### src/rtl/tmr_err_collector.sv
// Error aggregation behind the TMR voter sinks. Produces sticky per-source status,
// a saturating event counter, the first offender and an alarm, with a req/ack clear.
module tmr_err_collector #(
    parameter int unsigned NUM_SRC = 4,
    parameter int unsigned CNT_W   = 8,
    parameter int unsigned THRESH  = 3,
    localparam int unsigned FirstW = (NUM_SRC > 1) ? $clog2(NUM_SRC) : 1
) (
    input  logic                clk_i,
    input  logic                rst_ni,
    input  logic [NUM_SRC-1:0]  err_i,
    input  logic                clr_req_i,
    output logic                clr_ack_o,
    output logic [NUM_SRC-1:0]  status_o,
    output logic [CNT_W-1:0]    cnt_o,
    output logic [FirstW-1:0]   first_src_o,
    (* tmrx_error_sink *)
    output logic                err_o,
    output logic                alarm_o
);

    localparam logic [CNT_W-1:0] CntMax    = {CNT_W{1'b1}};
    localparam logic [CNT_W-1:0] ThreshVal = CNT_W'(THRESH);

    typedef enum logic [1:0] {StIdle, StLatched, StClear} state_e;

    state_e               state_q, state_d;
    logic [NUM_SRC-1:0]   status_q, status_d;
    logic [CNT_W-1:0]     cnt_q, cnt_d;
    logic [FirstW-1:0]    first_q, first_d;
    logic                 ack_q, ack_d;
    logic [FirstW-1:0]    low_idx;
    logic                 any_err;

    assign any_err = |err_i;

    // Scan downwards so the lowest set index wins.
    always_comb begin
        low_idx = '0;
        for (int i = int'(NUM_SRC) - 1; i >= 0; i--) begin
            if (err_i[i]) begin
                low_idx = FirstW'(i);
            end
        end
    end

    always_comb begin
        state_d  = state_q;
        status_d = status_q;
        cnt_d    = cnt_q;
        first_d  = first_q;
        ack_d    = 1'b0;
        unique case (state_q)
            StIdle: begin
                if (any_err) begin
                    status_d = err_i;
                    cnt_d    = CNT_W'(1);
                    first_d  = low_idx;
                    state_d  = StLatched;
                end else if (clr_req_i) begin
                    state_d = StClear;
                    ack_d   = 1'b1;
                end
            end
            StLatched: begin
                status_d = status_q | err_i;
                if (any_err && (cnt_q != CntMax)) begin
                    cnt_d = cnt_q + CNT_W'(1);
                end
                if (clr_req_i) begin
                    state_d = StClear;
                    ack_d   = 1'b1;
                end
            end
            StClear: begin
                // Clear first, then treat this cycle's errors as a fresh IDLE capture.
                if (any_err) begin
                    status_d = err_i;
                    cnt_d    = CNT_W'(1);
                    first_d  = low_idx;
                    state_d  = StLatched;
                end else begin
                    status_d = '0;
                    cnt_d    = '0;
                    first_d  = '0;
                    state_d  = StIdle;
                end
            end
            default: begin
                status_d = '0;
                cnt_d    = '0;
                first_d  = '0;
                state_d  = StIdle;
            end
        endcase
    end

    always_ff @(posedge clk_i or negedge rst_ni) begin
        if (!rst_ni) begin
            state_q  <= StIdle;
            status_q <= '0;
            cnt_q    <= '0;
            first_q  <= '0;
            ack_q    <= 1'b0;
        end else begin
            state_q  <= state_d;
            status_q <= status_d;
            cnt_q    <= cnt_d;
            first_q  <= first_d;
            ack_q    <= ack_d;
        end
    end

    assign clr_ack_o   = ack_q;
    assign status_o    = status_q;
    assign cnt_o       = cnt_q;
    assign first_src_o = first_q;
    assign err_o       = |status_q;
    assign alarm_o     = (cnt_q >= ThreshVal);

endmodule

### config.mk
export PLATFORM = sky130hd
export DESIGN_NAME = tmr_err_collector
export DESIGN_NICKNAME = d
export VERILOG_FILES = /design/src/rtl/tmr_err_collector.sv
export SDC_FILE = /design/constraint.sdc
export NUM_CORES = 1
export LEC_CHECK = 0
export ABC_AREA = 1
export CAP_MARGIN = 20
export CORE_UTILIZATION = 40
export DETAILED_ROUTE_END_ITERATION = 8
export PLACE_DENSITY = 0.78
export SYNTH_ARGS = -nofsm -noshare
export SYNTH_HDL_FRONTEND = slang
export SYNTH_SLANG_ARGS = --single-unit
### constraint.sdc
create_clock -name clk_i -period 1.69 [get_ports clk_i]
set_clock_uncertainty 0.1 [all_clocks]
set_input_delay 0.169 -clock clk_i [delete_from_list [all_inputs] [get_ports clk_i]]
set_output_delay 0.169 -clock clk_i [all_outputs]
set_load 0.05 [all_outputs]
==> flow_summary.ini <==
[outcome]
status = finished clean

[clock_tree]
h-tree-depth = 1
worst_skew_pair.late_latency_ps = 290
cts_buffers = 3
path_clk_slew_ps = 100
cts_hold_buf = 0
cts_root_buf = clkbuf_4
cts_buffer_depth = 2
cts_tree = built
cts.sinks = 17

[final_layout]
final_util_pct = 55.5
seqCellArea_um2 = 429
insertedDiodeCount = 0
area_growth_pct = 30.7
fill_cells = 221
fin_nets = 163
final_common_cell = nand2_1
layout_common_cells = 41 x nand2_1, 20 x buf_4, 15 x inv_1, 14 x dfrtp_1, 13 x nor2_1
drive_above_1_share_pct = 25.3
multiInputGateArea_um2 = 437

[drt]
drt_first_pass_iters = 4
routedWlPerCell_um = 11.4
vias_per_cell = 4.92
drtIter0Drc = 21
drtAntennaViolNets = 0
drc_errors = 0
vias = 896
postRouteWirelength_um = 2070

[synth]
yosysWarnings = 0
synth.avg_cell_area_um2 = 7.50
synth_cell_types = 21
synth_seq_area_share_pct = 45.8
synth_fp_nets = 132
synth-seq-cells = 17
netlist_instances = 124
netlist_area_um2 = 930

[floorplan]
rows = 17
core-area_um2 = 2190
die_x_um = 50.2
die_y_um = 50.2
start_util_pct = 42.4
ioPinCount = 24
dieArea_um2 = 2520

[critical_path]
start_kind = flip-flop
end_kind = output port
required_ps = 1420
critPathArrivalTime_ps = 1340
critPathKind = flip-flop to output port
cp_max_fo = 2

[sta]
worstMarginPinSlew_ps = 257
holdWs_ps = 101
finalCriticalPeriod_ps = 1610
fin_crit_sh_pct = 95.3
fin_tns_setup_ps = 0
slew_viol_final = 0
rsz0062_at_grt = no
max_freq_mhz = 621
slew_headroom_pct = 82.8
finalHoldViolCount = 0
setup-violations-final = 0

[power]
leakagePower_nw = 0.634
p_per_area_nw_per_um2 = 1650
vdd_drop_max_uv = 970

[grt]
grt_use_total_pct = 18.4
grt_pass1_wl_um = 3490
antenna_found_initial = 0
grt_max_degree = 18
grt_overflow = 0
grt_pass1_vias = 837

[placed_design]
port_buffers = 23
gp_congestion = 0.887
hpwl_um = 1590

[flow_run]
max_cap_viol_count = 0

[min_path]
hold_path_class = input port to async pin
==> cells in the mapped netlist <==
| library cell | number | share of area (%) |
|---|---|---|
| nand2_1 | 41 | 17 |
| dfrtp_1 | 17 | 46 |
| inv_1 | 15 | 6.1 |
| nor2_1 | 14 | 5.7 |
| nand3_1 | 11 | 5.9 |
| a21oi_1 | 4 | 2.2 |
| a21boi_0 | 2 | 1.6 |
| nand2_2 | 2 | 1.3 |
| nand2_4 | 2 | 2.4 |
| nor2_2 | 2 | 1.3 |
| nor3_1 | 2 | 1.1 |
| o21ai_0 | 2 | 1.1 |
| o22ai_1 | 2 | 1.3 |
| buf_4 | 1 | 0.81 |
| ha_1 | 1 | 1.3 |
| inv_6 | 1 | 0.94 |
| nand3_4 | 1 | 1.9 |
| nand4_1 | 1 | 0.67 |
| o21ai_1 | 1 | 0.54 |
| o31ai_1 | 1 | 0.81 |
| or2_2 | 1 | 0.67 |
==> critical path, cell delays in order, from the launching register on <==
cell	delay, ps
dfrtp_2	420
ha_2	200
nor2_2	140
nand4_1	130
buf_6	180
==> layout make-up <==
class                           instances  share of cell area (%)
Sequential cell                        17                    35.3
Clock buffer                            3                    1.85
Clock inverter                          1                   0.412
Inverter                               16                    5.36
Timing Repair Buffer                   27                    18.2
Multi-Input combinational cell         90                    35.9
Tap cell                               28                    2.88
==> power by group <==
part	switching [mW]	total (mW)	leakage (nW)	internal (mW)
Sequential	0.114	0.647	0.213	0.533
Combinational	0.775	1.14	0.403	0.369
Clock	0.127	0.215	0.0177	0.0878
Total	1.02	2.01	0.634	0.990
==> worst paths after layout <==
kind	to	from	slack, ps	depth (start not counted)
worst min register to register	first_src_o[0]	first_src_o[0]	400	2
worst min-delay path	cnt_o[5]	rst_ni	100	2
max in group asynchronous	cnt_o[0]	rst_ni	1190	2
min in group clk_i	clr_ack_o	clr_req_i	370	2
worst max-delay path	alarm_o	cnt_o[0]	80	4
worst max register to register	cnt_o[4]	cnt_o[0]	180	8
==> kinds of logic (layout without fill, tap and decap cells) <==
logic type / count (synthesis) / after routing / share of synthesized area [%]
AND/OR/NAND/NOR: 77 / 77 / 37.6
flip-flops: 17 / 17 / 45.8
buffers and inverters: 17 / 47 / 7.81
AO/OA/AOI/OAI: 12 / 12 / 7.54
adder cells (fa/ha/maj): 1 / 1 / 1.35
==> layer usage <==
metal / track usage [%] / vias to the layer above / share of wire [%]
met5: 0 / - / 0
met1: 20.7 / 420 / 43
met4: 8.57 / 0 / 0.53
li1: - / 450 / -
met3: 2.73 / 2 / 4.8
met2: 33.6 / 24 / 52
==> flip-flops by register name (all words and copies together), names as in the netlist <==
name         cells
clr_ack_o        1
cnt_o            8
first_src_o      2
status_o         4
state_q          2
==> metrics by stage <==
step	cell area (um^2)	instances	setup slack, ps	power, mW
floorplan	933	124	50.4	1.41
global placement	1160	175	164	1.72
detailed placement	1160	175	110	1.73
CTS	1190	179	16.5	1.96
global route	1210	182	0.865	2.14
finish	1210	182	79.4	2.01
==> repair_timing <==
| action | 4_1_cts | 5_1_grt |
|---|---|---|
| resized for setup | 1 | 2 |
| endpoints found under the setup margin | 1 | 3 |
| setup buffers | 0 | 3 |
| pin swaps | 0 | 1 |
Power figures use the tool's default switching activity.
==> variant, RTL diff (config.mk and constraints unchanged) <==
Reset style: synchronous (`rst_ni`), changed in one clocked block.
--- a/src/rtl/tmr_err_collector.sv
+++ b/src/rtl/tmr_err_collector.sv
@@ -95,7 +95,7 @@
         endcase
     end
 
-    always_ff @(posedge clk_i or negedge rst_ni) begin
+    always_ff @(posedge clk_i) begin
         if (!rst_ni) begin
             state_q  <= StIdle;
             status_q <= '0;
Function: differs if rst_ni is asserted again (counterexample within 4 cycles, from zero or initial values and one cycle with rst_ni low); with rst_ni held inactive, the same outputs for 10 cycles.
==> variant against the original RTL <==
Sequential cell count unchanged. Area after synthesis is 4.4% lower. Non-clock buffer count down 3. Routed wire length is 1.7% lower. Worst setup slack gained 0.0021 ns. Cell area decreased by 5.1%. Hold slack better by 0.28 ns. First-iteration DRC count grew 95%. Die area decreased by 4.3%. Utilization increased by 1.5 points.
Power is not compared: it rests on default switching activity, and its combinational part moved more than twofold at a synthesized area within 25%.
==> variant: results <==
{
  "grt_usage": 0.183,
  "viasPerCell": 4.96,
  "min_path_type": "reg -> reg",
  "sh_seq_area": 0.298,
  "crit_path_end": "err_o",
  "final_cells": 187,
  "synthAdderAreaFrac": 0.0141,
  "cpPeakStageDelay_ns": 0.52,
  "clockBufferDepth": 2,
  "grt_pass1_wl_um": 3450,
  "r2r-end": "cnt_o[2]",
  "synth_compound_area_frac": 0.106,
  "ctsHoldBuffers": 0,
  "async_reset_ff_frac": 0,
  "drive_gt1_frac": 0.225,
  "synth_cell_types": 20,
  "drt_iter0_drc": 41,
  "cts_resized": 0,
  "antenna_cells": 0,
  "synth_common_cells": "nand2_1 (39), nor2_1 (19), dfxtp_1 (17), inv_1 (15), a21oi_1 (12)",
  "grt_pass1_vias": 828,
  "nonClkBufAreaFrac": 0.180,
  "fill_cells": 207,
  "status": "complete, no violations",
  "seq_area_frac_synth": 0.383,
  "slowest_stage": "or4_1",
  "dr_wl_met3_um": 132,
  "routabilityCongestion": 0.911,
  "finalCritPeriodShare": 0.952,
  "nNetsFinal": 169,
  "overflow": 0,
  "n_all_inverters": 15,
  "routed-wl-met2_um": 971,
  "synth_ff_type": "dfxtp_1",
  "startpoint": "status_o[1]",
  "dp_cells": 183,
  "drt_wl_total_um": 2030,
  "place_area_mm2": 0.00112,
  "multi_input_area_share": 0.420,
  "postSynthNetCount": 141,
  "buffers": 24,
  "place_ws_ns": 0.125,
  "wl_met1_um": 886,
  "synthCells": 133,
  "multi_input_gates": 100,
  "clkCellAreaFrac": 0.0239,
  "path_max_fanout": 3,
  "rrSetupSlack_ns": 0.26,
  "tap_cells": 27,
  "synth_area_leaders": "dfxtp_1 (38%), nand2_1 (16%), nor2_1 (8.0%), a21oi_1 (6.8%), inv_1 (6.3%)",
  "dp_hpwl_um": 1660,
  "r2r_start": "cnt_o[0]"
}
[variant: worst max-delay path, delay by kind of cell, from the launching register on]
family / cells / cell delay [ns]
DFF: 1 / 0.33
and+or+nand+nor: 1 / 0.52
buffers and inverters: 1 / 0.20
[variant: worst min-delay path by stage]
| stage | startpoint | slack [ns] | end | depth (start not counted) |
|---|---|---|---|---|
| 6_report | first_src_o[0] | 0.38 | first_src_o[0] | 2 |
| 5_1_grt | clr_req_i | 0.38 | clr_ack_o | 3 |
| 4_1_cts | clr_req_i | 0.38 | clr_ack_o | 3 |
| 3_5_place_dp | first_src_o[0] | 0.36 | first_src_o[0] | 2 |
| 3_3_place_gp | first_src_o[1] | 0.36 | first_src_o[1] | 2 |
| 2_1_floorplan | err_i[2] | 0.19 | status_o[2] | 2 |
[variant: routing by layer]
metal / up-vias / global-route usage
li1: 479 / -
met1: 405 / 0.223
met2: 37 / 0.311
met3: 7 / 0.0249
met4: 0 / 0.0931
met5: - / 0
